[src/rtl/mult_issue.sv]
// Operand sequencer and result collector around a pipelined 32x32 multiplier.
// Define MULT_ISSUE_SIGNED_EN for two's-complement operands (sign-magnitude around the unsigned core).
//
// state | meaning
// IDLE  | no issue this cycle, operand register held on mul_a/mul_b
// LO    | issuing the latched pair for the low product half
// HI    | issuing the latched pair for the high product half
module mult_issue #(
  parameter int LATENCY    = 3,
  parameter int FIFO_DEPTH = 4
) (
  input  logic        clk,
  input  logic        reset,
  input  logic        in_valid,
  output logic        in_ready,
  input  logic [31:0] in_a,
  input  logic [31:0] in_b,
  output logic [31:0] mul_a,
  output logic [31:0] mul_b,
  output logic        mul_s,
  input  logic [31:0] mul_c,
  output logic        out_valid,
  input  logic        out_ready,
  output logic [63:0] out_p,
  output logic        busy
);

  localparam int CW = $clog2(FIFO_DEPTH + 1);
  localparam int AW = $clog2(FIFO_DEPTH);
  localparam logic [CW-1:0] CREDIT_MAX = CW'(FIFO_DEPTH);
  localparam logic [CW-1:0] CREDIT_ONE = CW'(1);
  localparam logic [AW:0]   PTR_ONE    = (AW + 1)'(1);

  typedef enum logic [1:0] {IDLE, LO, HI} state_t;

  state_t            state;
  logic              accept;
  logic              pop;
  logic              push;
  logic [CW-1:0]     credit;
  logic [31:0]       a_mag;
  logic [31:0]       b_mag;
  logic [LATENCY-1:0] lo_pipe;
  logic [LATENCY-1:0] hi_pipe;
  logic [31:0]       lo_hold;
  logic [63:0]       raw_p;
  logic [63:0]       push_data;
  logic [63:0]       mem [FIFO_DEPTH];
  logic [AW:0]       wr_ptr;
  logic [AW:0]       rd_ptr;

  assign in_ready  = !reset && (state != LO) && (credit < CREDIT_MAX);
  assign accept    = in_valid && in_ready;
  assign out_valid = (wr_ptr != rd_ptr);
  assign pop       = out_valid && out_ready;
  assign busy      = (credit != '0);
  assign out_p     = mem[rd_ptr[AW-1:0]];
  assign push      = hi_pipe[LATENCY-1];
  assign raw_p     = {mul_c, lo_hold};

`ifdef MULT_ISSUE_SIGNED_EN
  logic               op_sign;
  logic [LATENCY-1:0] sign_pipe;

  // |-2^31| wraps to 0x80000000, which is the correct unsigned magnitude
  assign a_mag     = in_a[31] ? (~in_a + 32'd1) : in_a;
  assign b_mag     = in_b[31] ? (~in_b + 32'd1) : in_b;
  assign push_data = sign_pipe[LATENCY-1] ? (~raw_p + 64'd1) : raw_p;

  always_ff @(posedge clk) begin
    if (reset) begin
      op_sign   <= 1'b0;
      sign_pipe <= '0;
    end else begin
      if (accept) op_sign <= in_a[31] ^ in_b[31];
      sign_pipe <= {sign_pipe[LATENCY-2:0], op_sign};
    end
  end
`else
  assign a_mag     = in_a;
  assign b_mag     = in_b;
  assign push_data = raw_p;
`endif

  always_ff @(posedge clk) begin
    if (reset) begin
      state <= IDLE;
      mul_a <= '0;
      mul_b <= '0;
      mul_s <= 1'b0;
    end else begin
      case (state)
        IDLE: begin
          if (accept) begin
            state <= LO;
            mul_s <= 1'b1;
            mul_a <= a_mag;
            mul_b <= b_mag;
          end
        end
        LO: begin
          state <= HI;
          mul_s <= 1'b0;
        end
        HI: begin
          if (accept) begin
            state <= LO;
            mul_s <= 1'b1;
            mul_a <= a_mag;
            mul_b <= b_mag;
          end else begin
            state <= IDLE;
          end
        end
        default: begin
          state <= IDLE;
          mul_s <= 1'b0;
        end
      endcase
    end
  end

  // Tags travel alongside the multiplier so the tail lines up with mul_c
  always_ff @(posedge clk) begin
    if (reset) begin
      lo_pipe <= '0;
      hi_pipe <= '0;
      lo_hold <= '0;
    end else begin
      lo_pipe <= {lo_pipe[LATENCY-2:0], (state == LO)};
      hi_pipe <= {hi_pipe[LATENCY-2:0], (state == HI)};
      if (lo_pipe[LATENCY-1]) lo_hold <= mul_c;
    end
  end

  always_ff @(posedge clk) begin
    if (reset) begin
      credit <= '0;
    end else if (accept && !pop) begin
      credit <= credit + CREDIT_ONE;
    end else if (!accept && pop) begin
      credit <= credit - CREDIT_ONE;
    end
  end

  // Credit bounds outstanding pairs to FIFO_DEPTH, so push never finds the FIFO full
  always_ff @(posedge clk) begin
    if (reset) begin
      wr_ptr <= '0;
      rd_ptr <= '0;
    end else begin
      if (push) begin
        mem[wr_ptr[AW-1:0]] <= push_data;
        wr_ptr <= wr_ptr + PTR_ONE;
      end
      if (pop) rd_ptr <= rd_ptr + PTR_ONE;
    end
  end

endmodule

[config.mk]
export PLATFORM = sky130hd
export DESIGN_NAME = mult_issue
export DESIGN_NICKNAME = d
export VERILOG_FILES = /design/src/rtl/mult_issue.sv
export SDC_FILE = /design/constraint.sdc
export NUM_CORES = 1
export LEC_CHECK = 0
export BUFFER_PORTS_ARGS = -buffer_cell sky130_fd_sc_hd__buf_2
export CORE_ASPECT_RATIO = 0.7
export CORE_MARGIN = 8
export CORE_UTILIZATION = 55
export CTS_CLUSTER_DIAMETER = 50
export DETAILED_ROUTE_END_ITERATION = 16
export PLACE_DENSITY = 0.78
export SETUP_SLACK_MARGIN = 0.02
export SLEW_MARGIN = 10
export SYNTH_ARGS = -nofsm -noshare
export SYNTH_HDL_FRONTEND = slang
export SYNTH_SLANG_ARGS = --single-unit
export TNS_END_PERCENT = 20
[constraint.sdc]
create_clock -name clk -period 4.7 [get_ports clk]
set_input_delay 0.235 -clock clk [delete_from_list [all_inputs] [get_ports clk]]
set_output_delay 0.235 -clock clk [all_outputs]
set_load 0.01 [all_outputs]
Word level (Yosys, flattened, before mapping) --
Memory sizes are Yosys's and may differ from the RTL's. A register that Yosys moved wholly into a read port is not among the register bits. Index checks and enable logic that the tools add are counted.
Word-level totals: memory bits (read-only) 0, bits in latches 0, memory bits (writable) 256, logic and storage cells 47, memories 1, register bits after elaboration 114
Operators by class: shifts and indexed selects 0, equal/unequal tests 5, multiply operators 0, divide/modulo/power cells 0, add/sub/neg operators 4, mux-type cells 10, bitwise gates (word level) 1, reductions and logical operators 15, $lt $le $gt $ge 1
Memories:
- mem | words 4, bits a word 64, read ports 1, clocked after Yosys merged registers in 1, write ports 1, line 48 | logic [63:0] mem [FIFO_DEPTH];
Operator list (count):
- 3-bit by 1-bit adder with 3-bit output, second input constant | 3
- 1-bit logical AND | 6
- 2-bit two-way mux | 3
- 3-bit two-way mux | 2
- 2-bit one-hot mux with 3 select lines | 1
- 1-bit two-way mux | 4
- 2-bit OR reduction | 2
- 1-bit zero test | 3
- 3-bit less-than comparator, second input constant | 1
- 3-bit != test | 1
- 3-bit nonzero test | 1
- 3-bit by 1-bit subtractor with 3-bit output, second input constant | 1
- 2-bit by 1-bit == test with 1-bit output, second input constant | 1
- 2-bit == test, second input constant | 1
- 2-bit zero test | 1
- 2-bit by 1-bit != test with 1-bit output, second input constant | 1
- 2-bit != test, second input constant | 1
- 2-bit AND reduction | 1
- 2-bit nonzero test | 1
- 1-bit inverter | 1

Depth between registers and ports, before layout --
Gate-level depths: netlist of the first run.
depth in word-level cells 8, depth in mapped cells 10, gate-level depth less buffers 9

Worst setup path after synthesis of the first run --
No wires, ideal clock.
path kind in2reg, from input port reset, to memory mem[3][0], enable pin, data required time 4.214 ns, cell stages on the path 4, arrival 3.528 ns, setup time 0.486 ns, path slack 0.686 ns, path through clkbuf_1 -> clkbuf_1 -> clkbuf_1 -> nor2_1
Between the ends: longest elaborated chain between the ends 2
RTL lines:
- start: declaration | line 13 | input logic reset,
- 1-bit two-way mux | line 148 | if (reset) begin
- 1-bit two-way mux (not written as such) | line 153 | mem[wr_ptr[AW-1:0]] <= push_data;
- end: declaration | line 48
No other way between the ends.

Final worst setup path of the first run --
from register state[0], to register mul_b[28]
Between the ends: longest elaborated chain between the ends 5, elaborated cells between the ends (all ways) 8
RTL lines:
- start: declaration | line 36 | state_t state;
- start signal: assignment | line 87 | state <= IDLE;
- start signal: assignment | line 95 | state <= LO;
- start signal: assignment | line 102 | state <= HI;
- 2-bit by 1-bit != test with 1-bit output | line 52 | assign in_ready = !reset && (state != LO) && (credit < CREDIT_MAX);
- 1-bit logical AND (2 in a row) | line 52
- 1-bit logical AND | line 53 | assign accept = in_valid && in_ready;
- 2-bit AND reduction (no source line) *
- end signal: assignment | line 98 | mul_b <= b_mag;
- end signal: assignment | line 110 | mul_b <= b_mag;
- end: declaration | line 19 | output logic [31:0] mul_b,
Mark *: on every way between the ends. The rest lies on a longest branch, timed or not. A chain may end at the register's enable or synchronous reset.

==> impl_metrics.json, run 1 <==
{
  "synth.most_common_cell": "edfxtp_1",
  "start_util_pct": 55.3,
  "synth_area_leader_cell": "edfxtp_1",
  "startpoint_type": "register",
  "worstSetupPathType": "register to register",
  "detail_route.wl_per_cell_um": 20.4,
  "intPower_w": 0.00588,
  "p_sw_w": 0.00183,
  "async_flop_share_pct": 0,
  "skew_ns": 0.0132,
  "hold_viol": 0,
  "synth_top_cell_area_share_pct": 57.2,
  "status": "complete, no violations",
  "core-area_um2": 24300,
  "cts_htree_levels": 2,
  "slew_violations": 0,
  "cts.root.buffer_cell": "clkbuf_16",
  "clk_pin_slew_ns": 0.06,
  "max-vdd-ir-drop_uv": 279,
  "via_per_inst": 5.40,
  "cts_buffer_depth": 3,
  "post-route-period-util_pct": 60.4,
  "ys_seq_elements": 372,
  "grt_pass1_vias": 8585,
  "max_freq_mhz": 352,
  "io-pin-count": 232,
  "crit_start": "state[0]",
  "ys_seq_area_share_pct": 74.5,
  "ant_nets": 0,
  "areaGrowthSynthToFinish_pct": 26.4,
  "p_per_area_nw_per_um2": 454,
  "synth_top_cells_by_area": "edfxtp_1 57%, dfxtp_1 17%, mux4_2 11%",
  "drt_wl_total_mm": 30.3,
  "grtUsageTotal_pct": 20.0,
  "cts.sinks": 372,
  "drive_above_1_share_pct": 31.2,
  "routabilityCongestion": 0.757,
  "syn_area_um2": 13400,
  "leakage_nw": 6.06,
  "die_y_um": 147,
  "grt_max_degree": 91,
  "cp.required_ns": 5.10,
  "tightest_slew_ns": 1.14,
  "final_core_util_pct": 69.8,
  "p_comb_share_pct": 15.0,
  "rows": 48,
  "drc_errors": 0,
  "yosys_most_used_dff": "edfxtp_1",
  "path_max_fanout": 65,
  "r2r_start": "state[0]",
  "grt_overflow": 0,
  "die-area_um2": 29800,
  "tritoncts": "built",
  "num_vias": 8040,
  "netlist_top_cells_count": "256 x edfxtp_1, 130 x nand2_1, 116 x dfxtp_1, 68 x a21oi_1, 64 x mux4_2",
  "portBuffers": 231,
  "max_slew_margin_pct": 24.3,
  "p_sw_share_pct": 23.8,
  "synth_nets": 919,
  "power_w": 0.00771,
  "clock_latency_ns": 0.50,
  "pwr-share-clk_pct": 37.1,
  "min_path_cells": 3,
  "crit_path_end": "mul_b[28]",
  "antenna_found_initial": 2,
  "setup_tns_ns": 0,
  "setup_viol": 0,
  "postCtsSetupRepairBufs": 0,
  "hold_class": "input port to register",
  "numCtsBuffers": 35,
  "synth-edff-count": 256,
  "r2r_setup_slack_ns": 1.86,
  "yosysWarningCount": 0,
  "pwr-share-seq_pct": 47.9,
  "synth_cells": 812,
  "worstReg2RegEnd": "mul_b[28]",
  "cts_hold_buf": 96,
  "cts_resized": 0,
  "finalNetCount": 1243,
  "worstSetupEndpointType": "register",
  "avgSynthCellArea_um2": 16.6,
  "ys_types": 33,
  "maxCapViolCount": 0,
  "die_w_um": 203,
  "r2r_cells": 5,
  "grt_pass1_wl_mm": 47.1,
  "place_hpwl_mm": 16.9,
  "fin_crit_ns": 2.84,
  "cp.arrival_ns": 3.24,
  "drt_iter0_markers": 433,
  "drtPass1Iterations": 5,
  "rsz0062_at_grt": "no"
}
## critical path, cell delays in order, from the launching register on
cell     delay, ns
dfxtp_1       0.34
or4b_2        0.67
buf_4         0.35
inv_2         0.88
nand2_1       0.14
a21oi_1       0.26
## placed cells by master (no fill, tap or decap), types with 4 or more instances in the layout
cell type / n
buf_4: 7
buf_2: 230
clkbuf_8: 5
nor2b_1: 9
dlygate4sd3_1: 96
xnor2_1: 4
clkbuf_1: 7
dfxtp_1: 113
nor2_1: 38
clkbuf_16: 38
edfxtp_1: 256
a21oi_1: 68
clkinv_2: 6
nand3_1: 4
mux4_2: 64
mux2i_1: 34
inv_1: 5
xor2_1: 6
ha_1: 6
nand2_1: 130
## worst min path at each step
stage	from	end	slack, ns
final	in_valid	mul_s	0.05
after global placement	hi_pipe[1]	hi_pipe[2]	0.42
after CTS	in_valid	mul_s	0.04
after global routing	in_valid	mul_s	0.09
after detailed placement	hi_pipe[1]	hi_pipe[2]	0.43
after floorplan	mul_c[0]	mem[0][32]	0.33
## cell families after synthesis
logic type,synth area share (%)
flops,74.5
compound gates,2.82
mux,13.3
buf+inv,1.95
fa+ha+maj,0.707
xor+xnor,0.651
simple gates,6.15
## layout make-up
| class | count | area, um^2 |
|---|---|---|
| Inverter | 6 | 22.5 |
| Clock inverter | 13 | 140 |
| Sequential cell | 372 | 10000 |
| Fill cell | 1572 | 7330 |
| Antenna cell | 2 | 5.00 |
| Timing Repair Buffer | 333 | 2160 |
| Clock buffer | 50 | 1050 |
| Tap cell | 325 | 407 |
| Multi-Input combinational cell | 388 | 3190 |
## power by group through the flow
stage               Combinational, W  Clock, W  Sequential [W]
floorplan                   0.000767         0         0.00369
detailed placement           0.00110         0         0.00377
CTS                          0.00117   0.00291         0.00370
global placement             0.00109         0         0.00376
finish                       0.00116   0.00286         0.00369
global route                 0.00125   0.00304         0.00371
## registers in the layout, indices dropped and copies added (netlist names), named ones only
register and count:
mem 256, lo_hold 32, mul_a 32, mul_b 32, credit 3, hi_pipe 3
lo_pipe 3, rd_ptr 3, wr_ptr 3, state 2, mul_s 1
## layer usage
| layer | track usage (%) | share of wire [%] | up-vias | wire length [um] |
|---|---|---|---|---|
| met4 | 7.85 | 3.8 | 0 | 1160 |
| li1 | - | - | 3673 | - |
| met1 | 24.8 | 41 | 3962 | 12300 |
| met3 | 6.69 | 8.1 | 87 | 2440 |
| met2 | 32.1 | 48 | 318 | 14400 |
| met5 | 0 | 0 | - | 0 |
## through the flow
step	cells	setup WS [ns]	hold slack [ns]	instance area (um^2)
floorplan	812	0.686	0.334	13400
global placement	1328	1.92	0.417	14800
detailed placement	1328	1.86	0.426	14800
CTS	1487	1.81	0.0401	17000
global route	1489	1.73	0.0878	17000
finish	1489	1.86	0.0455	17000
(Power assumes the default switching activity.)
==> run 2: changes to the inputs <==
Settings changed: ABC_AREA set to 1, CORE_UTILIZATION 55 to 50, PLACE_DENSITY 0.78 to 0.75.
Clock period 4.7 ns to 2.47 ns, I/O delays scaled along.
==> run 2 against run 1 <==
  * Routed wire length increased by 19%
  * Synthesized cell count increased by 41%
  * Global-route usage increased by 1.7 points
  * Clock power increased by 110%
  * Sequential power increased by 87%
  * Power increased by 91%
  * Clock-buffer cell count decreased by 1
  * Via count increased by 25%
  * Sequential share of layout area decreased by 1.7 points
  * Critical path type is now register to output pin
==> impl_metrics.json, run 2 <==
{
  "rsz0062_at_grt": "no",
  "synth_cells": 1148,
  "synth.most_common_cell": "nor2_1",
  "synth_top_cell_area_share_pct": 56.4,
  "place_hpwl_mm": 19.5,
  "p_per_area_nw_per_um2": 842,
  "clk_pin_slew_ns": 0.07,
  "grt_pass1_wl_mm": 56.8,
  "synth_top_cells_by_area": "edfxtp_1 56%, dfxtp_1 17%, nor2_1 9.4%",
  "ys_seq_elements": 372,
  "setup_viol": 0,
  "leakage_nw": 6.77,
  "detail_route.wl_per_cell_um": 19.4,
  "hold_viol": 0,
  "status": "complete, no violations",
  "ys_seq_area_share_pct": 73.5,
  "path_max_fanout": 26,
  "ys_types": 22,
  "postCtsSetupRepairBufs": 0,
  "final_common_cell": "nor2_1",
  "antenna_found_initial": 2,
  "largest_reg_flops": 256,
  "cp.required_ns": 2.35,
  "r2r_setup_slack_ns": 0.43,
  "grt_overflow": 0,
  "tightest_slew_ns": 0.632,
  "netlist_top_cells_count": "342 x nor2_1, 256 x edfxtp_1, 216 x o21ai_0, 116 x dfxtp_1, 64 x o22ai_1",
  "die_y_um": 154,
  "max-vdd-ir-drop_uv": 603,
  "areaGrowthSynthToFinish_pct": 28.3,
  "avgSynthCellArea_um2": 11.9,
  "via_per_inst": 5.39,
  "slew_violations": 0,
  "start_util_pct": 50.9,
  "synth_area_leader_cell": "edfxtp_1",
  "fin_crit_ns": 2.18,
  "hold_class": "input port to register",
  "io-pin-count": 232,
  "skew_ns": 0.0222,
  "setup_tns_ns": 0,
  "cts_htree_levels": 2,
  "grtUsageTotal_pct": 21.7,
  "cts.sinks": 372,
  "clock_latency_ns": 0.52,
  "synth_nets": 1255,
  "die_w_um": 213,
  "ant_nets": 0,
  "dpl_worst_slack_ns": 0.456,
  "worstSetupEndpointType": "output pin",
  "drive_above_1_share_pct": 22.2,
  "startpoint_type": "register",
  "fill_cells": 1920,
  "drc_errors": 0,
  "syn_area_um2": 13600,
  "cp.arrival_ns": 2.06,
  "async_flop_share_pct": 0,
  "grt_max_degree": 129,
  "drtPass1Iterations": 7,
  "drt_iter0_markers": 722,
  "cts_buffer_depth": 3,
  "setup_slack_ns": 0.291,
  "drt_wl_total_mm": 36.2,
  "synth-edff-count": 256,
  "portBuffers": 231,
  "die-area_um2": 32900,
  "grt_pass1_vias": 10300,
  "yosys_most_used_dff": "edfxtp_1",
  "cts.root.buffer_cell": "clkbuf_16",
  "post-route-period-util_pct": 88.2,
  "routabilityCongestion": 0.768,
  "num_vias": 10100,
  "rows": 50,
  "tritoncts": "built",
  "yosysWarningCount": 0,
  "worstSetupPathType": "register to output pin",
  "cts_resized": 0,
  "maxCapViolCount": 0,
  "final_cell_mix": "338 x nor2_1, 256 x edfxtp_1, 231 x buf_2",
  "finalNetCount": 1580,
  "numCtsBuffers": 38,
  "max_freq_mhz": 459,
  "max_slew_margin_pct": 57.9,
  "core-area_um2": 26800
}
-- run 2: changes by cell type after synthesis, moves of 9 or more --
cell,before,now
o22ai_1,0,64
mux4_2,64,0
o21ai_1,0,12
a21oi_1,68,8
clkbuf_1,18,38
nor2_1,39,342
inv_1,5,21
nor2b_1,9,0
mux2i_1,34,0
nand2_1,130,17
o21ai_0,3,216
-- run 2: power breakdown --
| group | leakage (nW) | total [W] | internal [W] | switching [W] |
|---|---|---|---|---|
| combinational | 2.85 | 0.00194 | 0.000734 | 0.00120 |
| clock | 0.643 | 0.00588 | 0.00348 | 0.00239 |
| sequential | 3.27 | 0.00691 | 0.00679 | 0.000116 |
| total | 6.77 | 0.0147 | 0.0110 | 0.00371 |
-- run 2: final cells by class --
cell class / instances / area [um^2] / share of cell area, %
inverters: 26 / 98.8 / 0.565
flip-flops and latches: 372 / 10000 / 57.3
well taps: 364 / 455 / 2.61
diodes: 2 / 5.00 / 0.0286
multi-input cells: 677 / 3120 / 17.9
repair buffers: 358 / 2490 / 14.3
clock buffers: 49 / 1060 / 6.05
clock inverters: 20 / 229 / 1.31
-- run 2: path summary, 6_finish.rpt --
path,start,endpoint,cells past startpoint
max,register,out_p[13],5
max reg2reg,wr_ptr[0],credit[2],13
min,mul_c[28],mem[2][60],2
min reg2reg,lo_pipe[1],lo_pipe[2],2
-- run 2: cells by family after synthesis --
family | synth area share [%]
AOI/OAI and AO/OA | 11.7
adders and majority gates | 0.698
DFF | 73.5
and+or+nand+nor | 10.2
xor gates and xnor gates | 0.129
buffers and inverters | 3.81
-- run 2: layer usage --
metal / vias up / GRT usage, % / routed length, um
met5: - / 0 / 0
met4: 0 / 5.76 / 641
met3: 53 / 6.13 / 3270
met2: 467 / 35.6 / 17400
met1: 4856 / 27.9 / 14900
li1: 4690 / - / -
-- run 2: worst max-delay path, cell delays in order (launching register included) --
cell and delay [ns]:
dfxtp_4 0.35, clkinv_2 0.25, buf_4 0.35, o21ai_0 0.12, o22ai_1 0.27, buf_2 0.20
-- run 2: metrics by stage --
step | util [%] | area, um^2 | hold WS (ns) | instances | total power (W)
finish | 65.3 | 17500 | 0.371 | 1868 | 0.0147
global route | 65.3 | 17500 | 0.359 | 1868 | 0.0153
CTS | 65.3 | 17500 | 0.340 | 1866 | 0.0148
detailed placement | 56.8 | 15200 | 0.360 | 1698 | 0.00879
global placement | 56.8 | 15200 | 0.355 | 1698 | 0.00876
floorplan | - | 13600 | 0.200 | 1148 | 0.00805
-- run 2: timing repair --
| item | 4_1_cts | 5_1_grt |
|---|---|---|
| setup endpoints to repair | 0 | 0 |
| hold endpoints to repair | 238 | 0 |
| hold buffers | 99 | 0 |
==> run 3: changes to the inputs <==
Settings changed: CELL_PAD_IN_SITES_DETAIL_PLACEMENT set to 1, CELL_PAD_IN_SITES_GLOBAL_PLACEMENT set to 1, CORE_UTILIZATION 50 to 40, PLACE_DENSITY 0.75 to unset, PLACE_DENSITY_LB_ADDON set to 0.1.
==> run 3 against run 2 <==
  * Global-route usage shrank 2.3 points
  * Core utilization shrank 13 points
  * Power about the same
  * Highest routed layer is now met5
  * Clock skew down 0.0021 ns
  * Clock power hardly changed
  * Sequential power about the same
  * Sequential share of layout area barely moved
  * First-iteration DRC count decreased by 39%
  * Register-to-register slack better by 0.07 ns
  * Cell count increased by 3.7%
  * Non-clock buffer count shrank 4
  * Via count down 2.1%
==> impl_metrics.json, run 3 (synthesis gave the netlist of run 2 again) <==
{
  "drive_above_1_share_pct": 21.9,
  "dpl_worst_slack_ns": 0.555,
  "cts.sinks": 372,
  "cts_htree_levels": 2,
  "path_cells": "buf_12, o21ai_0, o22ai_1, buf_2",
  "cp.required_ns": 2.35,
  "hp-start": "reset",
  "min_path_cells": 2,
  "drtPass1Iterations": 4,
  "die_w_um": 237,
  "io-pin-count": 232,
  "max-vdd-ir-drop_uv": 362,
  "areaGrowthSynthToFinish_pct": 28.4,
  "post-route-period-util_pct": 92.8,
  "die-area_um2": 40300,
  "hold_viol": 0,
  "grt_max_degree": 129,
  "tritoncts": "built",
  "grtUsageTotal_pct": 19.4,
  "cpPeakStageDelay_ns": 0.40,
  "final_core_util_pct": 52.2,
  "postCtsSetupRepairBufs": 0,
  "detail_route.wl_per_cell_um": 20.6,
  "fin_area_um2": 17500,
  "via_per_inst": 5.09,
  "largest_reg_flops": 256,
  "dpl-instance-area_um2": 15200,
  "worstReg2RegEnd": "credit[2]",
  "routabilityCongestion": 0.760,
  "num_vias": 9854,
  "skew_ns": 0.0200,
  "cts.root.buffer_cell": "clkbuf_16",
  "setup_tns_ns": 0,
  "grt_overflow": 0,
  "hold_path_end": "mem[3][35]",
  "maxCapViolCount": 0,
  "hold_class": "input port to register",
  "finalNetCount": 1577,
  "grt_pass1_wl_mm": 61.9,
  "antenna_found_initial": 3,
  "grt_pass1_vias": 10500,
  "fin_crit_ns": 2.29,
  "timing.critical_path.buf_inv": 2,
  "start_util_pct": 40.7,
  "final_common_cell": "nor2_1",
  "clk_pin_slew_ns": 0.06,
  "drt_iter0_markers": 437,
  "numCtsBuffers": 39,
  "r2r_start": "wr_ptr[1]",
  "max_slew_margin_pct": 27.2,
  "fill_cells": 3582,
  "p_per_area_nw_per_um2": 842,
  "setup_viol": 0,
  "ant_nets": 0,
  "rsz0062_at_grt": "no",
  "final_cell_mix": "338 x nor2_1, 256 x edfxtp_1, 231 x buf_2",
  "core-area_um2": 33500,
  "clock_latency_ns": 0.53,
  "leakage_nw": 6.73,
  "r2r_cells": 13,
  "r2r_setup_slack_ns": 0.50,
  "crit_path_top_delay_cell": "buf_12",
  "startpoint_type": "register",
  "drt_wl_total_mm": 39.8,
  "power_w": 0.0147,
  "drc_errors": 0,
  "die_y_um": 170,
  "tightest_slew_ns": 1.09,
  "cp.arrival_ns": 2.17,
  "rows": 56,
  "worstSetupPathType": "register to output pin",
  "setup_slack_ns": 0.178,
  "status": "complete, no violations",
  "worstSetupEndpointType": "output pin",
  "path_max_fanout": 128,
  "critical_path.top_delay_family": "buffers and inverters",
  "place_hpwl_mm": 24.4,
  "max_freq_mhz": 436,
  "cts_buffer_depth": 3,
  "portBuffers": 231,
  "slew_violations": 0
}
[run 3: cell types whose count changed in the layout (fill, tap and decap cells not counted), sizes merged]
cell         change
dlygate4sd3      -1
bufinv           -1
clkinv           +2
clkinvlp         +1
buf              -3
clkbuf           +1
inv              -1
[run 3: what timing repair did]
action                                  4_1_cts  5_1_grt
hold buffers                                 98        0
gates resized for setup                       0        2
endpoints found under the setup margin        0        3
hold endpoints to repair                    227        0
[run 3: final cells by class]
type / count / area (um^2) / area share [%]
Antenna cell: 2 / 5.00 / 0.0286
Clock buffer: 50 / 1090 / 6.23
Clock inverter: 21 / 189 / 1.08
Inverter: 26 / 103 / 0.586
Multi-Input combinational cell: 677 / 3120 / 17.9
Sequential cell: 372 / 10000 / 57.3
Tap cell: 435 / 544 / 3.11
Timing Repair Buffer: 354 / 2420 / 13.9
[run 3: metrics by stage]
stage                     hold WS, ns  cells
after floorplan                 0.200   1148
after global placement          0.359   1766
after detailed placement        0.365   1766
after CTS                      0.0150   1935
after global routing           0.0282   1936
final                          0.0386   1937
[run 3: power breakdown]
group	total, W	internal, W	switching (W)
sequential	0.00691	0.00679	0.000114
clock	0.00586	0.00345	0.00241
combinational	0.00196	0.000731	0.00123
total	0.0147	0.0110	0.00375
[run 3: per-layer routing]
layer	global-route usage (%)	wire, um
met1	25.3	18200
met2	31.4	18200
met3	5.91	2600
met4	4.96	749
met5	0	27
[run 3: worst max path at each step]
| stage | from | to | cells after the start |
|---|---|---|---|
| after global placement | wr_ptr[0] | credit[2] | 13 |
| after floorplan | wr_ptr[0] | mem[2][0] | 4 |
| after global routing | register | out_p[14] | 4 |
| after CTS | register | out_p[25] | 4 |
| after detailed placement | wr_ptr[0] | credit[2] | 13 |
| final | register | out_p[25] | 4 |
